[src/rtl/fb_write_arbiter.sv]
// Framebuffer write-port arbiter: round-robin between trajectory and text clients plus a full-screen clear engine.
// Optional FB_ARB_VBLANK_SYNC_EN defers each clear to the next iVS falling edge.
module fb_write_arbiter #(
  parameter int ADDR_W   = 19,
  parameter int DATA_W   = 3,
  parameter int NUM_PIX  = 307200,
  parameter int BG_INDEX = 0
) (
  input  logic              iVGA_CLK,
  input  logic              iRST_n,
  input  logic              iVS,
  input  logic              clr_req,
  output logic              clr_busy,
  input  logic              trj_req,
  input  logic [ADDR_W-1:0] trj_addr,
  input  logic [DATA_W-1:0] trj_data,
  output logic              trj_ack,
  input  logic              txt_req,
  input  logic [ADDR_W-1:0] txt_addr,
  input  logic [DATA_W-1:0] txt_data,
  output logic              txt_ack,
  output logic              mem_wenable,
  output logic [ADDR_W-1:0] mem_waddr,
  output logic [DATA_W-1:0] mem_wdata
);

  localparam logic [ADDR_W-1:0] C_LAST_ADDR = ADDR_W'(NUM_PIX - 1);
  localparam logic [DATA_W-1:0] C_BG        = DATA_W'(BG_INDEX);

`ifdef FB_ARB_VBLANK_SYNC_EN
  typedef enum logic [1:0] {S_IDLE, S_PEND, S_CLEAR} state_t;
`else
  typedef enum logic [1:0] {S_IDLE, S_CLEAR} state_t;
`endif

  state_t            r_state, w_state_nxt;
  logic [ADDR_W-1:0] r_cnt, w_cnt_nxt;
  logic              r_trj_req, r_txt_req;
  logic              r_last_txt, w_last_txt_nxt;
  logic              w_busy_nxt, w_wen_nxt, w_trj_ack_nxt, w_txt_ack_nxt;
  logic [ADDR_W-1:0] w_waddr_nxt;
  logic [DATA_W-1:0] w_wdata_nxt;
  logic              w_serve, w_trj_elig, w_txt_elig, w_pick_trj, w_pick_txt;

`ifdef FB_ARB_VBLANK_SYNC_EN
  logic r_vs_prev;
  logic w_vs_fall;

  always_ff @(posedge iVGA_CLK or negedge iRST_n) begin
    if (!iRST_n) r_vs_prev <= 1'b0;
    else         r_vs_prev <= iVS;
  end

  assign w_vs_fall = r_vs_prev & ~iVS;
`else
  logic w_unused_vs;
  assign w_unused_vs = iVS;
`endif

  // Requests are registered first; a client whose ack is high is still
  // showing its old request in r_*_req, so it must not be re-granted.
  assign w_trj_elig = r_trj_req & ~trj_ack;
  assign w_txt_elig = r_txt_req & ~txt_ack;
  assign w_pick_trj = w_trj_elig & (r_last_txt | ~w_txt_elig);
  assign w_pick_txt = w_txt_elig & ~w_pick_trj;

  always_comb begin
    w_state_nxt    = r_state;
    w_cnt_nxt      = r_cnt;
    w_last_txt_nxt = r_last_txt;
    w_busy_nxt     = 1'b0;
    w_wen_nxt      = 1'b0;
    w_waddr_nxt    = '0;
    w_wdata_nxt    = '0;
    w_trj_ack_nxt  = 1'b0;
    w_txt_ack_nxt  = 1'b0;
    w_serve        = 1'b0;

    case (r_state)
      S_IDLE: begin
        if (clr_req) begin
          w_busy_nxt = 1'b1;
          w_cnt_nxt  = '0;
`ifdef FB_ARB_VBLANK_SYNC_EN
          w_state_nxt = S_PEND;
`else
          w_state_nxt = S_CLEAR;
`endif
        end else begin
          w_serve = 1'b1;
        end
      end
`ifdef FB_ARB_VBLANK_SYNC_EN
      S_PEND: begin
        w_busy_nxt = 1'b1;
        if (w_vs_fall) begin
          w_state_nxt = S_CLEAR;
          w_cnt_nxt   = '0;
        end else begin
          w_serve = 1'b1;
        end
      end
`endif
      S_CLEAR: begin
        w_busy_nxt  = 1'b1;
        w_wen_nxt   = 1'b1;
        w_waddr_nxt = r_cnt;
        w_wdata_nxt = C_BG;
        if (r_cnt == C_LAST_ADDR) begin
          w_state_nxt = S_IDLE;
          w_busy_nxt  = 1'b0;
          w_cnt_nxt   = '0;
        end else begin
          w_cnt_nxt = r_cnt + 1'b1;
        end
      end
      default: w_state_nxt = S_IDLE;
    endcase

    if (w_serve) begin
      if (w_pick_trj) begin
        w_wen_nxt      = 1'b1;
        w_waddr_nxt    = trj_addr;
        w_wdata_nxt    = trj_data;
        w_trj_ack_nxt  = 1'b1;
        w_last_txt_nxt = 1'b0;
      end else if (w_pick_txt) begin
        w_wen_nxt      = 1'b1;
        w_waddr_nxt    = txt_addr;
        w_wdata_nxt    = txt_data;
        w_txt_ack_nxt  = 1'b1;
        w_last_txt_nxt = 1'b1;
      end
    end
  end

  always_ff @(posedge iVGA_CLK or negedge iRST_n) begin
    if (!iRST_n) begin
      r_state     <= S_IDLE;
      r_cnt       <= '0;
      r_trj_req   <= 1'b0;
      r_txt_req   <= 1'b0;
      r_last_txt  <= 1'b1;
      clr_busy    <= 1'b0;
      trj_ack     <= 1'b0;
      txt_ack     <= 1'b0;
      mem_wenable <= 1'b0;
      mem_waddr   <= '0;
      mem_wdata   <= '0;
    end else begin
      r_state     <= w_state_nxt;
      r_cnt       <= w_cnt_nxt;
      r_trj_req   <= trj_req;
      r_txt_req   <= txt_req;
      r_last_txt  <= w_last_txt_nxt;
      clr_busy    <= w_busy_nxt;
      trj_ack     <= w_trj_ack_nxt;
      txt_ack     <= w_txt_ack_nxt;
      mem_wenable <= w_wen_nxt;
      mem_waddr   <= w_waddr_nxt;
      mem_wdata   <= w_wdata_nxt;
    end
  end

endmodule

[config.mk]
export PLATFORM = sky130hd
export DESIGN_NAME = fb_write_arbiter
export DESIGN_NICKNAME = d
export VERILOG_FILES = /design/src/rtl/fb_write_arbiter.sv
export SDC_FILE = /design/constraint.sdc
export NUM_CORES = 1
export LEC_CHECK = 0
export BUFFER_PORTS_ARGS = -buffer_cell sky130_fd_sc_hd__clkbuf_2
export CORE_MARGIN = 10
export CORE_UTILIZATION = 50
export CTS_CLUSTER_DIAMETER = 50
export DETAILED_ROUTE_END_ITERATION = 10
export PLACE_DENSITY_LB_ADDON = 0.25
export SYNTH_ARGS = -nofsm -noshare
export SYNTH_HDL_FRONTEND = slang
export SYNTH_SLANG_ARGS = --single-unit
[constraint.sdc]
create_clock -name iVGA_CLK -period 2.9 [get_ports iVGA_CLK]
set_input_delay 0 -clock iVGA_CLK [delete_from_list [all_inputs] [get_ports iVGA_CLK]]
set_output_delay 0 -clock iVGA_CLK [all_outputs]
set_load 0.01 [all_outputs]
# Word-level counts from Yosys, hierarchy flattened

Cells that the tools add are included.

$add $sub $neg: 1
Multiplexer cells: 29
Bitwise logic cells: 9
Equal/unequal tests: 4
Reduce and logical (&&, ||, !) cells: 6

Operator list:

| cell                    | number |
|---|---|
| $mux W19                | 6 |
| $pmux W19 S2            | 1 |
| $add A19 B1 Y19 const B | 1 |
| $eq A19 B19 Y1 const B  | 1 |
| $mux W1                 | 15 |
| $mux W3                 | 3 |
| $reduce_and A2 Y1       | 3 |
| $and A1 B1 Y1           | 4 |
| $mux W2                 | 2 |
| $ne A2 B2 Y1 const B    | 2 |
| $not A1 Y1              | 4 |
| $pmux W2 S2             | 1 |
| $reduce_bool A2 Y1      | 2 |
| $eq A2 B1 Y1 const B    | 1 |
| $logic_not A2 Y1        | 1 |
| $pmux W1 S2             | 1 |
| $or A1 B1 Y1            | 1 |

Logic and storage cells: 60
Output and inout bits: 26
Bits of input ports: 50
Bits in registers: 50

# Depth between registers and ports, before layout

Gate-level depths: netlist of run 1.

Depth after elaboration: 10
Mapped depth: 8
Depth with buffers taken out: 6

# Worst setup path after synthesis of run 1

Ideal clock, no wire load.

Kind: reg2reg
Start point: register r_cnt[0]
End point: register r_cnt[5]
Arrival: 1,725 ps
Buffers on the path: 1
Setup time: 76 ps
Required time: 2,824 ps
Path slack: 1,099 ps
Clock period less this slack: 1,801 ps
Stages on the path, launching flop included: 8
Cells stage by stage: dfrtp_1 -> ha_1 -> and3_2 -> and3_4 -> buf_6 -> a21o_4 -> or3_1 -> o21ai_1

Longest elaborated chain between the ends: 3
Elaborated cells on any way between the ends: 4
Those cells by class: 1 x add/sub; 1 x eq/ne; 2 x mux

Ends and longest elaborated chain:

| element                                           | RTL line | text |
|---|---|---|
| start, declared                                   | 37       | `logic [ADDR_W-1:0] r_cnt, w_cnt_nxt;` |
| start signal, assigned                            | 152      | `r_cnt <= w_cnt_nxt;` |
| $add A19 B1 Y19 or $eq A19 B19 Y1 (tied branches) | 114, 109 |  |
| $mux W19 (*)                                      | 109      | `if (r_cnt == C_LAST_ADDR) begin` |
| $pmux W19 S2 (*)                                  | 79       | `case (r_state)` |

Every way passes the cells marked *; elsewhere a longest branch is shown, timed or not.
A chain may end at the register's enable or synchronous reset.

# Worst setup path after layout of run 1

Start point: register r_state[0]
End point: register mem_waddr[12]

Longest elaborated chain between the ends: 5
Elaborated cells on any way between the ends: 7
Those cells by class: 1 x eq/ne; 5 x mux; 1 x reduce/logical

Ends and longest elaborated chain:

| element                | RTL line | text |
|---|---|---|
| start, declared        | 36       | `state_t r_state, w_state_nxt;` |
| start signal, assigned | 151      | `r_state <= w_state_nxt;` |
| $eq A2 B1 Y1           | 79       |  |
| $mux W19               | 79       |  |
| $mux W19               | 127      | `end else if (w_pick_txt) begin` |
| $mux W19               | 121      | `if (w_pick_trj) begin` |
| $mux W19 (*)           | 120      | `if (w_serve) begin` |
| via w_waddr_nxt[12]    | 41       | `logic [ADDR_W-1:0] w_waddr_nxt;` |
| end signal, assigned   | 160      | `mem_waddr <= w_waddr_nxt;` |
| end, declared          | 23       | `output logic [ADDR_W-1:0] mem_waddr,` |

Mark *: on every way through the listed nets, which the timed path passes. The rest lies on a longest branch.

==> results of run 1 <==
==> cells in the final DEF (no fill, tap or decap), types with 5 or more instances in the layout <==
cell type and n:
nor2_1 6, nand2_1 11, a31oi_1 5, mux2i_1 5
dlygate4sd3_1 47, a22o_1 5, inv_1 23, a21oi_1 9
clkbuf_8 6, o21ai_0 9, clkbuf_2 74, dfrtp_1 48
nand3_1 9, a222oi_1 19, buf_4 6
==> layer usage <==
metal,share of wire [%],vias to the layer above,GRT usage [%],routed length (um)
met2,49,117,32.0,3550
li1,-,1003,-,-
met3,9.2,25,5.99,667
met1,38,1068,22.8,2780
met5,0,-,0,0
met4,3.5,0,8.10,252
==> worst max-delay path: stages (launching register included) <==
cell and delay (ps):
dfrtp_1 540, nor2_1 270, o2111a_1 830, a222oi_1 190, dlygate4sd3_1 640, inv_1 60
==> final timing paths <==
| path | from | end | slack [ps] | depth (start not counted) |
|---|---|---|---|---|
| max | r_state[0]$_DFFE_PN0P_ | mem_waddr[12]$_DFF_PN0_ | 310 | 5 |
| min | clr_req | r_cnt[10]$_DFFE_PN0N_ | 90 | 3 |
| max reg2reg | r_state[0]$_DFFE_PN0P_ | mem_waddr[12]$_DFF_PN0_ | 310 | 5 |
| min reg2reg | r_last_txt$_DFFE_PN1P_ | r_last_txt$_DFFE_PN1P_ | 550 | 2 |
| max in group asynchronous | iRST_n | r_last_txt$_DFFE_PN1P_ | 1880 | 3 |
| min in group asynchronous | iRST_n | mem_waddr[5]$_DFF_PN0_ | 210 | 2 |
==> per-stage QoR <==
step                      std cells  hold slack [ps]  total power [mW]  worst slack [ps]
final                           379             90.0              2.01               308
after global routing            379             95.9              2.12               148
after CTS                       379             72.3              2.00               494
after detailed placement        324             23.3              1.37               951
after global placement          324             11.6              1.36               992
after floorplan                 205             -296              1.19              1100
==> registers in the layout (all words and copies together) (netlist names) <==
signal / cells
r_trj_req: 1
r_cnt: 19
mem_waddr: 19
trj_ack: 1
r_state: 1
r_last_txt: 1
r_txt_req: 1
mem_wdata: 3
txt_ack: 1
mem_wenable: 1
clr_busy: 1
==> final cells by class <==
cell class              instances  share of cell area, %
clock buffers                   6                   2.55
clock inverters                 2                   1.16
inverters                      23                   2.67
multi-input cells             120                   26.3
flip-flops and latches         49                   37.9
well taps                      52                   2.01
repair buffers                127                   27.4
==> power groups by stage <==
stage / registers, mW / clock network [mW] / logic [mW]
3_5_place_dp: 0.973 / 0 / 0.398
4_1_cts: 0.961 / 0.516 / 0.526
3_3_place_gp: 0.967 / 0 / 0.388
5_1_grt: 0.986 / 0.541 / 0.592
6_report: 0.969 / 0.506 / 0.539
2_1_floorplan: 0.966 / 0 / 0.221
==> logic make-up after synthesis <==
kind of cell	count (synthesis)	share of synthesized area, %
muxes	5	2.23
AOI/OAI and AO/OA	59	20.5
buffers and inverters	36	7.20
DFF	49	54.8
xor gates and xnor gates	3	1.17
adders and majority gates	1	0.558
and+or+nand+nor	52	13.6
==> qor.txt, run 1 <==
Final setup viols = 0
drt first pass iters = 11
Tcrit/Tclk final = 89.4%
Slew headroom = 40.8%
Worst-Margin Slew = 889 ps
initial antenna violation count = 0
Die H = 86.9 um
Storage cell area = 0.00123 mm2
Cell Area, Synth = 0.00224 mm2
Gate power share = 26.8%
switching power = 0.589 mW
Worst Setup Start Kind = flop
FILL cells = 287
vias per inst = 5.84
Vias = 2213
Synth Register Bits = 49
DR iter-0 viols = 295
Arr. time, crit path = 2830 ps
post-DP HPWL = 4340 um
CTS resizes = 0
Synth area leaders = dfrtp_1, a222oi_1, inv_1
port bufs = 74
Syn Area/Cell = 10.9 um2
vias in the first global route = 2306
Setup Buffers After CTS = 0
cts hold-fix bufs = 47
number of synthesized flops with an enable pin = 0
worst skew pair latency = 300 ps
n_diodes = 0
Total Neg Setup Slack = 0 ps
final WL = 7250 um
Layout area overhead = 44.4%
post-route ant nets = 0
Die Area = 0.00756 mm2
Post-Syn Nets = 256
final hold vios = 0
async set-reset flop share out of synthesis = 100%
footprint of the multi-input gates = 852 um2
total track usage = 19.4%
global-route wire length before repair = 11700 um
P_int = 1.42 mW
Post-synth top cells = dfrtp_1, inv_1, a222oi_1, nand2_1
Sink Count = 49
Yosys warning total = 0
layout cell share with drive strength beyond 1 = 30.0%
Layout Cell Area excl Fill = 0.00324 mm2
Final Critical Period = 2590 ps
Max Cap Viol = 0
Synth area leader = dfrtp_1
Worst IR Drop VDD = 0.356 mV
dpl cell area = 0.00265 mm2
Max FO, Critical Path = 25
largest net degree at the start of global routing = 28
Yosys cell types = 42
sequential share of power = 48.1%
GPL Wtd Cong = 0.860
Crit. End Element = flop
CTS Root Cell = clkbuf_8
TritonCTS clock tree = done
final core occ = 74.3%
routed len/inst = 19.1 um
Req. time, crit path = 3140 ps
sequential fraction of the synthesis area = 54.8%
Ports = 76
FMAX = 386 MHz
Final Max Tran Viols = 0
Reg clk slew, reported paths = 90 ps
Leakage = 1.61 nW
top cell type's share of synthesized area = 53.6%
Die Width = 86.9 um
skew final = 4.42 ps
Primary FF master, synth = dfrtp_1
GRT Residual Overflow = 0
top-count cell post-synth = dfrtp_1
Critical Setup Path Class = flop to flop
unrepaired setup endpoints after global routing = false
Net Sw Frac = 29.3%
clk buf depth = 2
Num CTS Buffers = 5
clock network fraction of design power = 25.1%
Hold Crit Class = primary input to flop
htree depth = 2
Mapped Cells = 205
# nets final = 377
# DRC = 0
row count = 24
total core area = 0.00435 mm2
pwr dens = 622 mW/mm2
Initial Util = 51.5%
outcome = finished clean
Note: power is estimated with default switching activity, not from simulation.
==> run 2: changes to the inputs <==
--- a/config.mk
+++ b/config.mk
@@ -7,7 +7,7 @@
 export LEC_CHECK = 0
 export BUFFER_PORTS_ARGS = -buffer_cell sky130_fd_sc_hd__clkbuf_2
 export CORE_MARGIN = 10
-export CORE_UTILIZATION = 50
+export CORE_UTILIZATION = 30
 export CTS_CLUSTER_DIAMETER = 50
 export DETAILED_ROUTE_END_ITERATION = 10
 export PLACE_DENSITY_LB_ADDON = 0.25
==> constraint.sdc (replaced) <==
create_clock -name iVGA_CLK -period 2.5 [get_ports iVGA_CLK]
set_input_delay 0.25 -clock iVGA_CLK [delete_from_list [all_inputs] [get_ports iVGA_CLK]]
set_output_delay 0.25 -clock iVGA_CLK [all_outputs]
set_load 0.01 [all_outputs]
==> run 2 against run 1 <==
Clock skew is 6.3 ps higher. Design area decreased by 13%. Die area grew 50%. Worst hold slack worse by 48 ps. Sequential share of layout area increased by 5.4 points. Routed wire length fell by 15%. Largest power group unchanged.
==> qor.txt, run 2 (synthesis results as in run 1) <==
Max Cap Viol = 0 (unchanged)
Final setup viols = 0 (unchanged)
clock network fraction of design power = 24.0% (-1.1 points)
met2 global-route usage = 18.3% (-14 points)
largest registers = mem_waddr (19), r_cnt (19), mem_wdata (3)
Tcrit/Tclk final = 80.3% (-9.1 points)
Storage cell area = 0.00123 mm2 (unchanged)
most frequent cells in the layout = clkbuf_2, dfrtp_1, inv_1
Worst R2R Path Depth = 6 (+1)
clk buf depth = 2 (unchanged)
Net Sw Frac = 31.0% (+1.7 points)
final core occ = 39.0% (-35 points)
sequential share of power = 54.0% (+5.9 points)
# DRC = 0 (unchanged)
final WL = 6140 um (-15%)
global-route wire length before repair = 10200 um (-13%)
Die H = 106 um (+22%)
Initial Util = 30.9% (-21 points)
reg2reg start = r_cnt[0]$_DFFE_PN0N_
CTS Root Cell = clkbuf_8
footprint of the multi-input gates = 852 um2 (unchanged)
Sink Count = 49 (unchanged)
Worst Setup SP = r_cnt[0]$_DFFE_PN0N_
Leakage = 1.42 nW (-12%)
commonest non-fill, non-tap cell in the layout = clkbuf_2
DR iter-0 viols = 171 (-42%)
outcome = finished clean
Slew headroom = 61.4% (+21 points)
FF-to-FF setup slack = 490 ps (+190 ps)
Vias = 1894 (-14%)
met3 usage in global routing = 2.84% (-3.2 points)
Gate power share = 22.0% (-4.8 points)
Num CTS Buffers = 5 (unchanged)
total track usage = 11.0% (-8.4 points)
Worst-Margin Slew = 580 ps (-309 ps)
post-route ant nets = 0 (unchanged)
GRT Residual Overflow = 0 (unchanged)
largest net degree at the start of global routing = 29 (+3.6%)
Total Neg Setup Slack = 0 ps (unchanged)
initial antenna violation count = 0 (unchanged)
FILL cells = 717 (+150%)
Layout area overhead = 26.4%
Arr. time, crit path = 2230 ps (-600 ps)
layout cell share with drive strength beyond 1 = 35.1% (+5.1 points)
worst skew pair latency = 310 ps (about the same)
Req. time, crit path = 2730 ps (-410 ps)
unrepaired setup endpoints after global routing = false
met1 Use GR = 13.4% (-9.4 points)
GPL Wtd Cong = 0.749 (-13%)
TritonCTS clock tree = done
post-DP HPWL = 4600 um (+5.8%)
Critical Setup Path Class = flop to flop
vias in the first global route = 1982 (-14%)
htree depth = 2 (unchanged)
Worst Setup Start Kind = flop
reg-to-reg critical path endpoint = r_cnt[7]$_DFFE_PN0N_
Setup Buffers After CTS = 0 (unchanged)
P_int = 1.43 mW (+0.20%)
Die Width = 106 um (+22%)
port bufs = 74 (unchanged)
Final Max Tran Viols = 0 (unchanged)
Reg clk slew, reported paths = 100 ps (about the same)
CP endpoint = r_cnt[7]$_DFFE_PN0N_
Max FO, Critical Path = 11 (-56%)
Hold Crit Class = primary input to flop
gr busiest metal = met2
skew final = 10.7 ps (+6.28 ps)
routed len/inst = 16.1 um (-16%)
FMAX = 498 MHz (+29%)
final hold vios = 0 (unchanged)
row count = 31 (+29%)
n_diodes = 0 (unchanged)
pwr dens = 730 mW/mm2 (+17%)
CTS resizes = 0 (unchanged)
switching power = 0.640 mW (+8.6%)
drt first pass iters = 5 (-6)
Worst IR Drop VDD = 0.274 mV (-23%)
cts hold-fix bufs = 1 (-98%)
Final Critical Period = 2010 ps (-586 ps)
vias per inst = 4.97 (-15%)
Ports = 76 (unchanged)
Die Area = 0.0113 mm2 (+50%)
# nets final = 332 (-12%)
Crit. End Element = flop
total core area = 0.00725 mm2 (+67%)
## run 2: cell count changes in the layout (fill, tap and decap cells not counted)
cell and delta:
dlygate4sd3_1 -46, buf_12 +1, bufinv_16 -1, clkinv_2 +1, clkinv_4 +1, clkinvlp_4 -1
## run 2: worst min path at each step
stage | startpoint | slack [ps] | to | depth (start not counted)
after floorplan | iRST_n | -50 | clr_busy$_DFF_PN0_ | 0
after global placement | iRST_n | 280 | r_cnt[4]$_DFFE_PN0N_ | 1
after detailed placement | iRST_n | 290 | r_cnt[4]$_DFFE_PN0N_ | 1
after CTS | txt_req | 40 | r_txt_req$_DFF_PN0_ | 1
after global routing | txt_req | 30 | r_txt_req$_DFF_PN0_ | 1
final | txt_req | 40 | r_txt_req$_DFF_PN0_ | 1
## run 2: layout make-up
cell class	instances	area share, %
Timing Repair Buffer	82	15.7
Sequential cell	49	43.3
Clock inverter	2	0.486
Tap cell	99	4.37
Clock buffer	6	2.92
Inverter	23	3.05
Multi-Input combinational cell	120	30.1
## run 2: metrics by stage
stage | area (um2) | worst slack [ps] | hold slack, ps | power [mW] | std cells
2_1_floorplan | 2240 | 699 | -45.6 | 1.38 | 205
3_3_place_gp | 2730 | 575 | 278 | 1.58 | 372
3_5_place_dp | 2730 | 557 | 287 | 1.59 | 372
4_1_cts | 2830 | 529 | 36.0 | 2.09 | 381
5_1_grt | 2830 | 348 | 30.3 | 2.20 | 381
6_report | 2830 | 493 | 42.5 | 2.07 | 381
## run 2: critical path, cell delays in order, from the launching register on
cell and delay [ps]:
dfrtp_1 430, ha_1 280, and3_2 230, and3_4 230, a21oi_2 470, nand3_1 150
mux2i_1 150
## run 2: metal layers
layer,routed length [um],vias to the layer above
met1,2580,921
li1,-,919
met4,87,0
met5,0,-
met3,356,6
met2,3120,48
## run 2: power groups by stage
stage	Combinational [mW]	Clock (mW)	Sequential, mW
floorplan	0.257	0	1.12
global placement	0.457	0	1.12
detailed placement	0.464	0	1.13
CTS	0.467	0.513	1.11
global route	0.514	0.551	1.14
finish	0.455	0.496	1.12
==> run 3: changes to the inputs <==
==> constraint.sdc (replaced) <==
create_clock -name iVGA_CLK -period 1.75 [get_ports iVGA_CLK]
set_input_delay 0.175 -clock iVGA_CLK [delete_from_list [all_inputs] [get_ports iVGA_CLK]]
set_output_delay 0.175 -clock iVGA_CLK [all_outputs]
set_load 0.01 [all_outputs]
==> run 3 against run 2 <==
The flow now finishes with violations (negative setup slack). First-iteration DRC count increased by 92%. Register-to-register slack got worse by 510 ps. Design area is 9.5% higher.
==> qor.txt, run 3 (synthesis results as in run 1) <==
Die Area = 0.0113 mm2 (unchanged)
clk buf depth = 2 (unchanged)
Vias = 2096 (+11%)
GPL Wtd Cong = 0.824 (+10%)
final hold vios = 0 (unchanged)
routed len/inst = 16.3 um (+1.0%)
layout cell share with drive strength beyond 1 = 40.6% (+5.5 points)
most frequent cells in the layout = clkbuf_2, dfrtp_1, buf_4
global-route wire length before repair = 11000 um (+7.7%)
total core area = 0.00725 mm2 (unchanged)
Power, Total = 3.25 mW (+57%)
outcome = finished with violations
post-route ant nets = 0 (unchanged)
CTS Root Cell = clkbuf_8
vias per inst = 5.12 (+3.1%)
Reg clk slew, reported paths = 90 ps (about the same)
Worst Setup Start Kind = flop
total track usage = 11.7% (+0.76 points)
Die Width = 106 um (unchanged)
Num CTS Buffers = 5 (unchanged)
Critical Setup Path Class = flop to flop
placed cells = 394 (+5.9%)
post-DP HPWL = 5070 um (+10%)
unrepaired setup endpoints after global routing = true
final core occ = 42.7% (+3.7 points)
Crit. End Element = flop
Arr. time, crit path = 1950 ps (-280 ps)
Die H = 106 um (unchanged)
PnR worst setup slack = -11.8 ps (-505 ps)
Finished Layout Cells = 409 (+7.3%)
drt first pass iters = 7 (+2)
worst skew pair latency = 300 ps (about the same)
Max FO, Critical Path = 5 (-6)
Slew headroom = 71.6% (+10 points)
commonest non-fill, non-tap cell in the layout = clkbuf_2
Final Max Tran Viols = 0 (unchanged)
Sink Count = 49 (unchanged)
DR iter-0 viols = 329 (+92%)
pwr dens = 1050 mW/mm2 (+44%)
row count = 31 (unchanged)
TritonCTS clock tree = done
largest net degree at the start of global routing = 26 (-10%)
Hold Crit Class = primary input to flop
FMAX = 568 MHz (+14%)
vias in the first global route = 2121 (+7.0%)
Final setup viols = 3 (+3)
Layout area overhead = 38.4%
final WL = 6660 um (+8.5%)
largest registers = mem_waddr (19), r_cnt (19), mem_wdata (3)
Req. time, crit path = 1940 ps (-790 ps)
skew final = 6.24 ps (-4.45 ps)
n_diodes = 0 (unchanged)
initial antenna violation count = 0 (unchanged)
Ports = 76 (unchanged)
Worst-Margin Slew = 426 ps (-154 ps)
Total Neg Setup Slack = -24.3 ps (-24.3 ps)
Max Cap Viol = 0 (unchanged)
# DRC = 0 (unchanged)
Initial Util = 30.9% (unchanged)
Worst IR Drop VDD = 0.345 mV (+26%)
htree depth = 2 (unchanged)
failing checks = negative setup slack
port bufs = 74 (unchanged)
Tcrit/Tclk final = 101% (+20 points)
Leakage = 1.57 nW (+10%)
GRT Residual Overflow = 0 (unchanged)
# nets final = 360 (+8.4%)
Final Critical Period = 1760 ps (-245 ps)
run 3: layout make-up:
type                    instances  area, um2
inverters                      23       86.3
repair buffers                108        671
flip-flops and latches         49       1230
clock inverters                 2       35.0
clock buffers                   6       72.6
well taps                      99        124
fillers                       719       4150
multi-input cells             122        885
run 3: final timing paths:
check                      slack (ps)              startpoint  cells after the start                      end
hold reg to reg                   530  r_last_txt$_DFFE_PN1P_                      2   r_last_txt$_DFFE_PN1P_
setup reg to reg                  -10   r_cnt[12]$_DFFE_PN0N_                      6    r_cnt[14]$_DFFE_PN0N_
setup / recovery                  -10   r_cnt[12]$_DFFE_PN0N_                      6    r_cnt[14]$_DFFE_PN0N_
hold / removal                     90            trj_addr[10]                      3  mem_waddr[10]$_DFF_PN0_
max in group asynchronous         890                  iRST_n                      3   r_last_txt$_DFFE_PN1P_
min in group asynchronous         280                  iRST_n                      2     r_cnt[6]$_DFFE_PN0N_
run 3: what timing repair did:
item                                    4_1_cts  5_1_grt
pin swaps                                     1        3
hold endpoints to repair                     10        0
buffers inserted                              0        2
gates cloned                                  0        2
endpoints found under the setup margin        5       11
resized for setup                             1        3
hold buffers                                  3        0
run 3: per-layer routing:
| metal | part of all wire (%) | up-vias | track usage [%] |
|---|---|---|---|
| li1 | - | 971 | - |
| met1 | 42 | 1033 | 14.6 |
| met2 | 52 | 87 | 20.3 |
| met3 | 5.8 | 5 | 1.81 |
| met4 | 1.0 | 0 | 3.77 |
| met5 | 0 | - | 0 |
run 3: metrics by stage:
| stage | instance area (um2) | setup slack [ps] | hold WS (ps) |
|---|---|---|---|
| finish | 3100 | -11.8 | 90.0 |
| global route | 3100 | -86.6 | 91.1 |
| CTS | 3050 | -33.9 | 87.4 |
| detailed placement | 2910 | -26.1 | 73.9 |
| global placement | 2910 | 1.61 | 73.3 |
| floorplan | 2250 | 22.6 | -121 |
run 3: worst max-delay path, cell delays in order (launching register included):
cell and delay [ps]:
dfrtp_1 390, or4b_4 550, nor3_4 160, buf_12 140, a21o_2 170, o21ai_1 80
a21o_1 180
run 3: power breakdown:
part	internal (mW)	total, mW	leakage, nW	switching [mW]
combinational	0.498	0.956	0.921	0.458
sequential	1.37	1.49	0.595	0.119
clock	0.425	0.800	0.0552	0.375
